--- src/rtl/encode_packet_stream.sv ---
// encode_packet_stream: splits one DFX word into {payload, ttl, seq, src} flits streamed under valid/ready
module encode_packet_stream #(
  parameter int DATA_WIDTH        = 1024,
  parameter int ADDR_WIDTH        = 10,
  parameter int DATA_DFX_WIDTH    = DATA_WIDTH + ADDR_WIDTH,
  parameter int AURORA_DATA_WIDTH = 256,
  parameter int TTL_WIDTH         = 2,
  parameter int SEQ_WIDTH         = 3,
  parameter int SRC_WIDTH         = 2
) (
  input  logic                         clk,
  input  logic                         rst,
  input  logic                         i_start_encode_pkt,
  input  logic [DATA_DFX_WIDTH-1:0]    i_data_dfx_send,
  input  logic [TTL_WIDTH-1:0]         i_ttl_init,
  input  logic [SRC_WIDTH-1:0]         i_src_router,
  output logic                         o_ready_encode_pkt,
  output logic                         o_encode_done,
  output logic                         o_encode_valid,
  input  logic                         i_encode_ready,
  output logic                         o_encode_last,
  output logic [AURORA_DATA_WIDTH-1:0] o_data_send
);
  localparam int HDR_WIDTH     = TTL_WIDTH + SEQ_WIDTH + SRC_WIDTH;
  localparam int PAYLOAD_WIDTH = AURORA_DATA_WIDTH - HDR_WIDTH;
  localparam int NUM_FLITS     = (DATA_DFX_WIDTH + PAYLOAD_WIDTH - 1) / PAYLOAD_WIDTH;
  localparam int PAD_WIDTH     = NUM_FLITS * PAYLOAD_WIDTH;
  if (NUM_FLITS > 2 ** SEQ_WIDTH || PAYLOAD_WIDTH <= 0) begin : g_param_check
    $error("encode_packet_stream: flit count does not fit the sequence field or payload width is not positive");
  end
  typedef enum logic [1:0] {IDLE, SEND, DONE} state_t;
  state_t                 r_state;
  logic [PAD_WIDTH-1:0]   r_dfx;
  logic [TTL_WIDTH-1:0]   r_ttl;
  logic [SRC_WIDTH-1:0]   r_src;
  logic [SEQ_WIDTH-1:0]   r_k;
  logic [PAD_WIDTH-1:0]   w_in_pad;
  logic [SEQ_WIDTH-1:0]   w_k_nxt;
  logic                   w_accept;
  logic                   w_xfer;
  logic                   w_is_last;
  assign w_in_pad  = PAD_WIDTH'(i_data_dfx_send);
  assign w_k_nxt   = r_k + 1'b1;
  assign w_accept  = (r_state == IDLE) && i_start_encode_pkt && o_ready_encode_pkt;
  assign w_xfer    = o_encode_valid && i_encode_ready;
  assign w_is_last = r_k == SEQ_WIDTH'(NUM_FLITS - 1);
  function automatic logic [AURORA_DATA_WIDTH-1:0] flit(
    input logic [PAD_WIDTH-1:0] d,
    input logic [TTL_WIDTH-1:0] t,
    input logic [SEQ_WIDTH-1:0] k,
    input logic [SRC_WIDTH-1:0] s
  );
    return {d[int'(k) * PAYLOAD_WIDTH +: PAYLOAD_WIDTH], t, k, s};
  endfunction
  // Packet FSM: capture on accept, advance one flit per handshake, pulse done, then re-arm ready
  always_ff @(posedge clk) begin
    if (rst) begin
      r_state            <= IDLE;
      r_dfx              <= '0;
      r_ttl              <= '0;
      r_src              <= '0;
      r_k                <= '0;
      o_ready_encode_pkt <= 1'b0;
      o_encode_done      <= 1'b0;
      o_encode_valid     <= 1'b0;
      o_encode_last      <= 1'b0;
      o_data_send        <= '0;
    end else begin
      case (r_state)
        IDLE: begin
          if (w_accept) begin
            r_dfx              <= w_in_pad;
            r_ttl              <= i_ttl_init;
            r_src              <= i_src_router;
            r_k                <= '0;
            o_data_send        <= flit(w_in_pad, i_ttl_init, '0, i_src_router);
            o_encode_valid     <= 1'b1;
            o_encode_last      <= NUM_FLITS == 1;
            o_ready_encode_pkt <= 1'b0;
            r_state            <= SEND;
          end else begin
            o_ready_encode_pkt <= 1'b1;
          end
        end
        SEND: begin
          if (w_xfer && w_is_last) begin
            o_encode_valid <= 1'b0;
            o_encode_last  <= 1'b0;
            o_data_send    <= '0;
            o_encode_done  <= 1'b1;
            r_state        <= DONE;
          end else if (w_xfer) begin
            r_k           <= w_k_nxt;
            o_data_send   <= flit(r_dfx, r_ttl, w_k_nxt, r_src);
            o_encode_last <= w_k_nxt == SEQ_WIDTH'(NUM_FLITS - 1);
          end
        end
        DONE: begin
          o_encode_done      <= 1'b0;
          o_ready_encode_pkt <= 1'b1;
          r_k                <= '0;
          r_state            <= IDLE;
        end
        default: r_state <= IDLE;
      endcase
    end
  end
endmodule

--- config.mk ---
export PLATFORM = sky130hd
export DESIGN_NAME = encode_packet_stream
export DESIGN_NICKNAME = d
export VERILOG_FILES = /design/src/rtl/encode_packet_stream.sv
export SDC_FILE = /design/constraint.sdc
export NUM_CORES = 2
export LEC_CHECK = 0
export ABC_AREA = 0
export CORE_AREA = 4 4 512 514
export CTS_BUF_LIST = sky130_fd_sc_hd__clkbuf_16
export CTS_CLUSTER_DIAMETER = 30
export DETAILED_ROUTE_END_ITERATION = 8
export DIE_AREA = 0 0 516 518
export DONT_BUFFER_PORTS = 1
export RECOVER_POWER = 25
export SYNTH_ARGS = -nofsm -noshare
export SYNTH_HDL_FRONTEND = slang
export SYNTH_SLANG_ARGS = --single-unit
--- constraint.sdc ---
create_clock -name clk -period 3 [get_ports clk]
set_input_delay 0.6 -clock clk [delete_from_list [all_inputs] [get_ports clk]]
set_output_delay 0.6 -clock clk [all_outputs]
set_load 0.005 [all_outputs]
# Yosys cells after proc, flatten, opt, wreduce, memory -nomap -nowiden
# Index checks and enable logic that the tools add are counted.
# classes
add_sub_neg,1
n_mul,1
n_mux,22
n_eq_ne,9
reduce_logical,15
shifts,1
# ops
cell,n
$shiftx 1245x12->249,1
$mux 256,3
$pmux 256 s2,1
$mul 3x8->11 const B,1
$mux 3,3
$pmux 3 s3,1
$ne 2x2->1 const B,4
$pmux 1 s2,4
$mux 1,7
$eq 3x3->1 const B,2
$reduce_and 2->1,3
$reduce_and 3->1,2
$reduce_bool 2->1,3
$logic_and 1x1->1,4
$mux 2,2
$pmux 2 s2,1
$reduce_and 4->1,1
$add 3x1->3 const B,1
$ne 3x3->1 const B,1
$reduce_bool 3->1,1
$eq 2x1->1 const B,1
$eq 2x2->1 const B,1
$logic_not 2->1,1
# word_totals
output_inout_bits,260
reg_bits,1303
in_bits,1042

# Logic depth before layout (Yosys ltp)
# depth
word_depth,6
ltp_mapped,12
depth_no_buf,6

# Worst setup path before layout
# No wires, ideal clock.
# synth_timing
path_kind,reg-to-reg
start,reg r_k[0]
end,reg o_data_send[229]
t_required_ps,2868
path_buffers,6
path_slack_ps,21
stages_incl_launch_ff,12
synth_period_minus_slack_ps,2979
arrival_ps,2847
path_cell_list,dfxtp_1 > buf_2 > buf_2 > buf_1 > inv_1 > ha_1 > buf_2 > buf_2 > buf_2 > mux4_2 > a221oi_2 > nor3_1
# synth_between
elab_chain_cells,6
# synth_rtl
element,line_no,text
from (decl),36,logic [SEQ_WIDTH-1:0] r_k;
from (signal assigned),93,r_k <= w_k_nxt;
$add 3x1->3,43,assign w_k_nxt = r_k + 1'b1;
$mul 3x8->11,53,"return {d[int'(k) * PAYLOAD_WIDTH +: PAYLOAD_WIDTH], t, k, s};"
$shiftx 1245x12->249,53,
$mux 256,92,end else if (w_xfer) begin
$mux 256,86,if (w_xfer && w_is_last) begin
$pmux 256 s2,69,case (r_state)
to (signal assigned),76,"o_data_send <= flit(w_in_pad, i_ttl_init, '0, i_src_router);"
to (signal assigned),94,"o_data_send <= flit(r_dfx, r_ttl, w_k_nxt, r_src);"
to (decl),22,output logic [AURORA_DATA_WIDTH-1:0] o_data_send
# Several ways; a longest one is shown, not always the timed one. The select of a mux whose other input is x is not followed.
# A chain may end at the register's enable or synchronous reset.

==> metrics.md <==
| Metric | Value |
|---|---|
| Hold crit path type | `in -> reg` |
| DR WL/cell | `25.2 microns` |
| Design Area, Final | `0.0807 sq mm` |
| TNS Setup | `0 ps` |
| Worst reg2reg path depth | `8` |
| Placed cell area | `0.0574 sq mm` |
| Synth Cell Area | `0.0534 sq mm` |
| Combinational fraction of design power | `10.0%` |
| R2R setup slack | `140 ps` |
| Cell area power density | `743 mW/mm^2` |
| Leakage dissipation | `28.8 nW` |
| Source of the critical timing path | `rst` |
| Net count after synthesis | `7112` |
| Ys flop type | `dfxtp_1` |
| Crit start category | `input pin` |
| Outcome | `finished, final reports clean` |
| Largest net degree at the start of global routing | `1161` |
| Clock latency on the worst-skew pair | `840 ps` |
| Avg Inst Size Synth | `8.81 sq um` |
| Number of synthesized flops with an enable pin | `0` |
| Die area | `0.267 sq mm` |
| Post-synth ARST share | `0%` |
| Post-synthesis sequential area ratio | `48.8%` |
| Netlist cell types | `37` |
| CTS buffer count | `308` |
| IO Count | `1302` |
| Post-synth top area share | `48.8%` |
| Detailed Place HPWL | `186000 microns` |
| Worst setup EP type | `register` |
| Final WS setup | `17.6 ps` |
| Crit path required time | `3670 ps` |
| Net count, final | `8291` |
| Worst slew pin tran | `1310 ps` |
| Share of post-route cells with drive strength above 1 | `15.1%` |
| R2R Path Start | `o_ready_encode_pkt$_SDFFE_PP0P_` |
| Share of power burned in registers | `32.6%` |
| Via Count | `54200` |
| Yosys warnings | `0` |
| Synth area leader | `dfxtp_1` |
| CTS tree | `yes` |
| Slew Limit Headroom | `12.7%` |
| Num rows | `186` |
| Global route overflow | `0` |
| Max IR drop VDD | `0.000605 V` |
| Clock transition at path regs | `50 ps` |
| Routed Antenna Nets | `0` |
| Switching Share | `26.6%` |
| Crit path DAT | `3660 ps` |
| Total core area | `0.257 sq mm` |
| First-pass GRT wire length | `386000 microns` |
| Clock Power Share | `57.5%` |
| DR iter-0 viols | `5699` |
| WS Path Type | `in -> reg` |
| Dpl ws | `-294 ps` |
| Clock Sinks | `1303` |
| Initial Util | `20.8%` |
| Die Wd | `516 microns` |
| Final setup viols | `0` |
| Clock H-tree levels | `5` |
| Fillcell total | `25600` |
| Final setup skew | `53.6 ps` |
| Top post-synthesis cells by area | `dfxtp_1 49%, nand2_1 15%, mux4_2 10%` |
| Tcrit/Tclk final | `99.4%` |
| Max FO, Critical Path | `266` |
| Setup crit end | `o_data_send[26]$_SDFFE_PP0P_` |
| Synth-to-Final Area Change | `51.1%` |
| Input/output buffers | `0` |
| Sw Pwr | `16.0 mW` |
| Initial antenna violation count | `114` |
| Cell internal pwr | `44.0 mW` |
| DR DRC count | `0` |
| Vias per inst | `4.94` |
| Root Buffer Master | `clkbuf_16` |
| Slew Limit Fails | `0` |
| Final WL | `276000 microns` |
| Routability cong. | `0.915` |
| Clock buffer depth | `4` |
| Synth Instances | `6067` |
| Fin crit period | `2980 ps` |
| Hold Vio Cnt, Final | `0` |
| First drt pass iteration count | `9` |
| Vias in the first global route | `54300` |
| Chip Height | `518 microns` |
| RSZ-0062 raised after global routing | `false` |
| Reg2reg end | `r_dfx[719]$_SDFFE_PP0P_` |
| Min Hold Slack | `101 ps` |
| GR Util All Layers | `19.4%` |
| Fmax | `335 MHz` |
| FF+latch count, synth | `1303` |
| MaxCap Viol Count | `0` |
-- cell usage after synthesis, types with 2 or more instances --
library cell	n
nand4_1	2
nand2b_1	17
a211oi_1	18
nand3_1	3
nor2_1	255
mux4_2	249
o21ai_0	2
dfxtp_1	1303
a221oi_2	200
buf_4	4
buf_6	15
o32ai_1	13
buf_2	155
clkbuf_1	353
a221oi_1	53
nor3_1	217
a211oi_2	8
buf_1	23
a21oi_1	1046
a21o_1	2
inv_1	4
nand2_1	2108
ha_1	3
-- layout make-up --
type / count / area, sq um / area share [%]
inverter: 4 / 15.0 / 0.0186
clock inverter: 250 / 2980 / 3.69
sequential: 1303 / 26100 / 32.3
clock buffer: 309 / 7730 / 9.58
antenna: 88 / 220 / 0.273
timing repair buffer: 1419 / 14500 / 17.9
multi-input combinational: 4210 / 25000 / 31.0
tap: 3384 / 4230 / 5.24
-- repair_timing --
action                                  4_1_cts  5_1_grt
hold buffers                               1225        0
pin swaps                                     0        2
gates resized for setup                       1        0
endpoints found under the setup margin        1       51
hold endpoints to repair                   1250        0
buffers inserted                              0        4
-- layer usage --
| metal | routed length [microns] | global-route usage [%] | vias to the layer above | part of all wire, % |
|---|---|---|---|---|
| li1 | - | - | 23400 | - |
| met1 | 103000 | 22.5 | 26200 | 37 |
| met2 | 122000 | 30.0 | 3561 | 44 |
| met3 | 33900 | 8.02 | 968 | 12 |
| met4 | 17200 | 11.5 | 68 | 6.2 |
| met5 | 428 | 0.126 | - | 0.16 |
-- power by group through the flow --
stage                     Combinational (mW)  Sequential (mW)  Clock (mW)
after floorplan                         2.99             19.1           0
final                                   5.98             19.5        34.5
after global placement                  3.91             19.8           0
after global routing                    6.41             19.6        35.7
after detailed placement                4.00             19.8           0
after CTS                               5.60             19.5        34.8
-- critical path, stage by stage --
cell,delay (ps)
buf_16,670
buf_16,550
buf_16,740
nand2b_1,220
o32ai_1,80
-- logic make-up after synthesis --
group | Yosys count | share of synthesized area, %
AND/OR/NAND/NOR | 2611 | 19.0
AO/OA/AOI/OAI | 1345 | 17.0
flip-flops | 1303 | 48.8
buffers and inverters | 554 | 4.49
multiplexers | 250 | 10.5
adder cells (fa/ha/maj) | 3 | 0.0703
XOR/XNOR | 1 | 0.0304
-- through the flow --
stage,std cells,power (mW),util (%)
after detailed placement,9086,23.8,22.3
after floorplan,6067,22.1,-
after global routing,10900,61.8,31.4
after global placement,9086,23.7,22.3
after CTS,10900,59.9,31.3
final,11000,60.0,31.4
-- flip-flops by register name, indices dropped and copies added, names as in the netlist --
signal and flops:
o_encode_done 1, o_data_send 256, r_ttl 2, r_k 3
o_ready_encode_pkt 1, o_encode_last 1, r_state 2, r_src 2
o_encode_valid 1, r_dfx 1034
-- cells in the final DEF (no fill, tap or decap), types with 2 or more instances in the layout --
cell type / count
a221oi_1: 52
bufinv_16: 49
a21oi_1: 1046
nand4_1: 2
mux4_2: 249
nor3_1: 217
a221oi_2: 201
nand3_1: 3
inv_16: 3
nor2_1: 255
clkbuf_1: 10
nand2b_1: 16
clkinv_1: 47
dfxtp_1: 1302
buf_12: 54
dlygate4sd3_1: 1222
a211oi_2: 8
diode_2: 88
o21ai_0: 2
clkinv_8: 7
buf_4: 121
inv_1: 37
clkinv_16: 13
nand2_1: 2108
buf_16: 6
clkinv_2: 47
inv_6: 7
clkinv_4: 12
a211oi_1: 18
ha_1: 2
clkinvlp_4: 32
clkbuf_4: 5
o32ai_1: 13
clkbuf_16: 309
-- worst min-delay path by stage --
stage	from	endpoint	depth (start not counted)
final	i_data_dfx_send[333]	r_dfx[333]$_SDFFE_PP0P_	2
after global routing	i_data_dfx_send[413]	r_dfx[413]$_SDFFE_PP0P_	3
after floorplan	r_dfx[0]$_SDFFE_PP0P_	r_dfx[0]$_SDFFE_PP0P_	2
after detailed placement	r_dfx[138]$_SDFFE_PP0P_	r_dfx[138]$_SDFFE_PP0P_	2
after CTS	i_data_dfx_send[23]	o_data_send[30]$_SDFFE_PP0P_	2
after global placement	r_dfx[64]$_SDFFE_PP0P_	r_dfx[64]$_SDFFE_PP0P_	2
No activity file was read; power rests on OpenSTA's default activity.
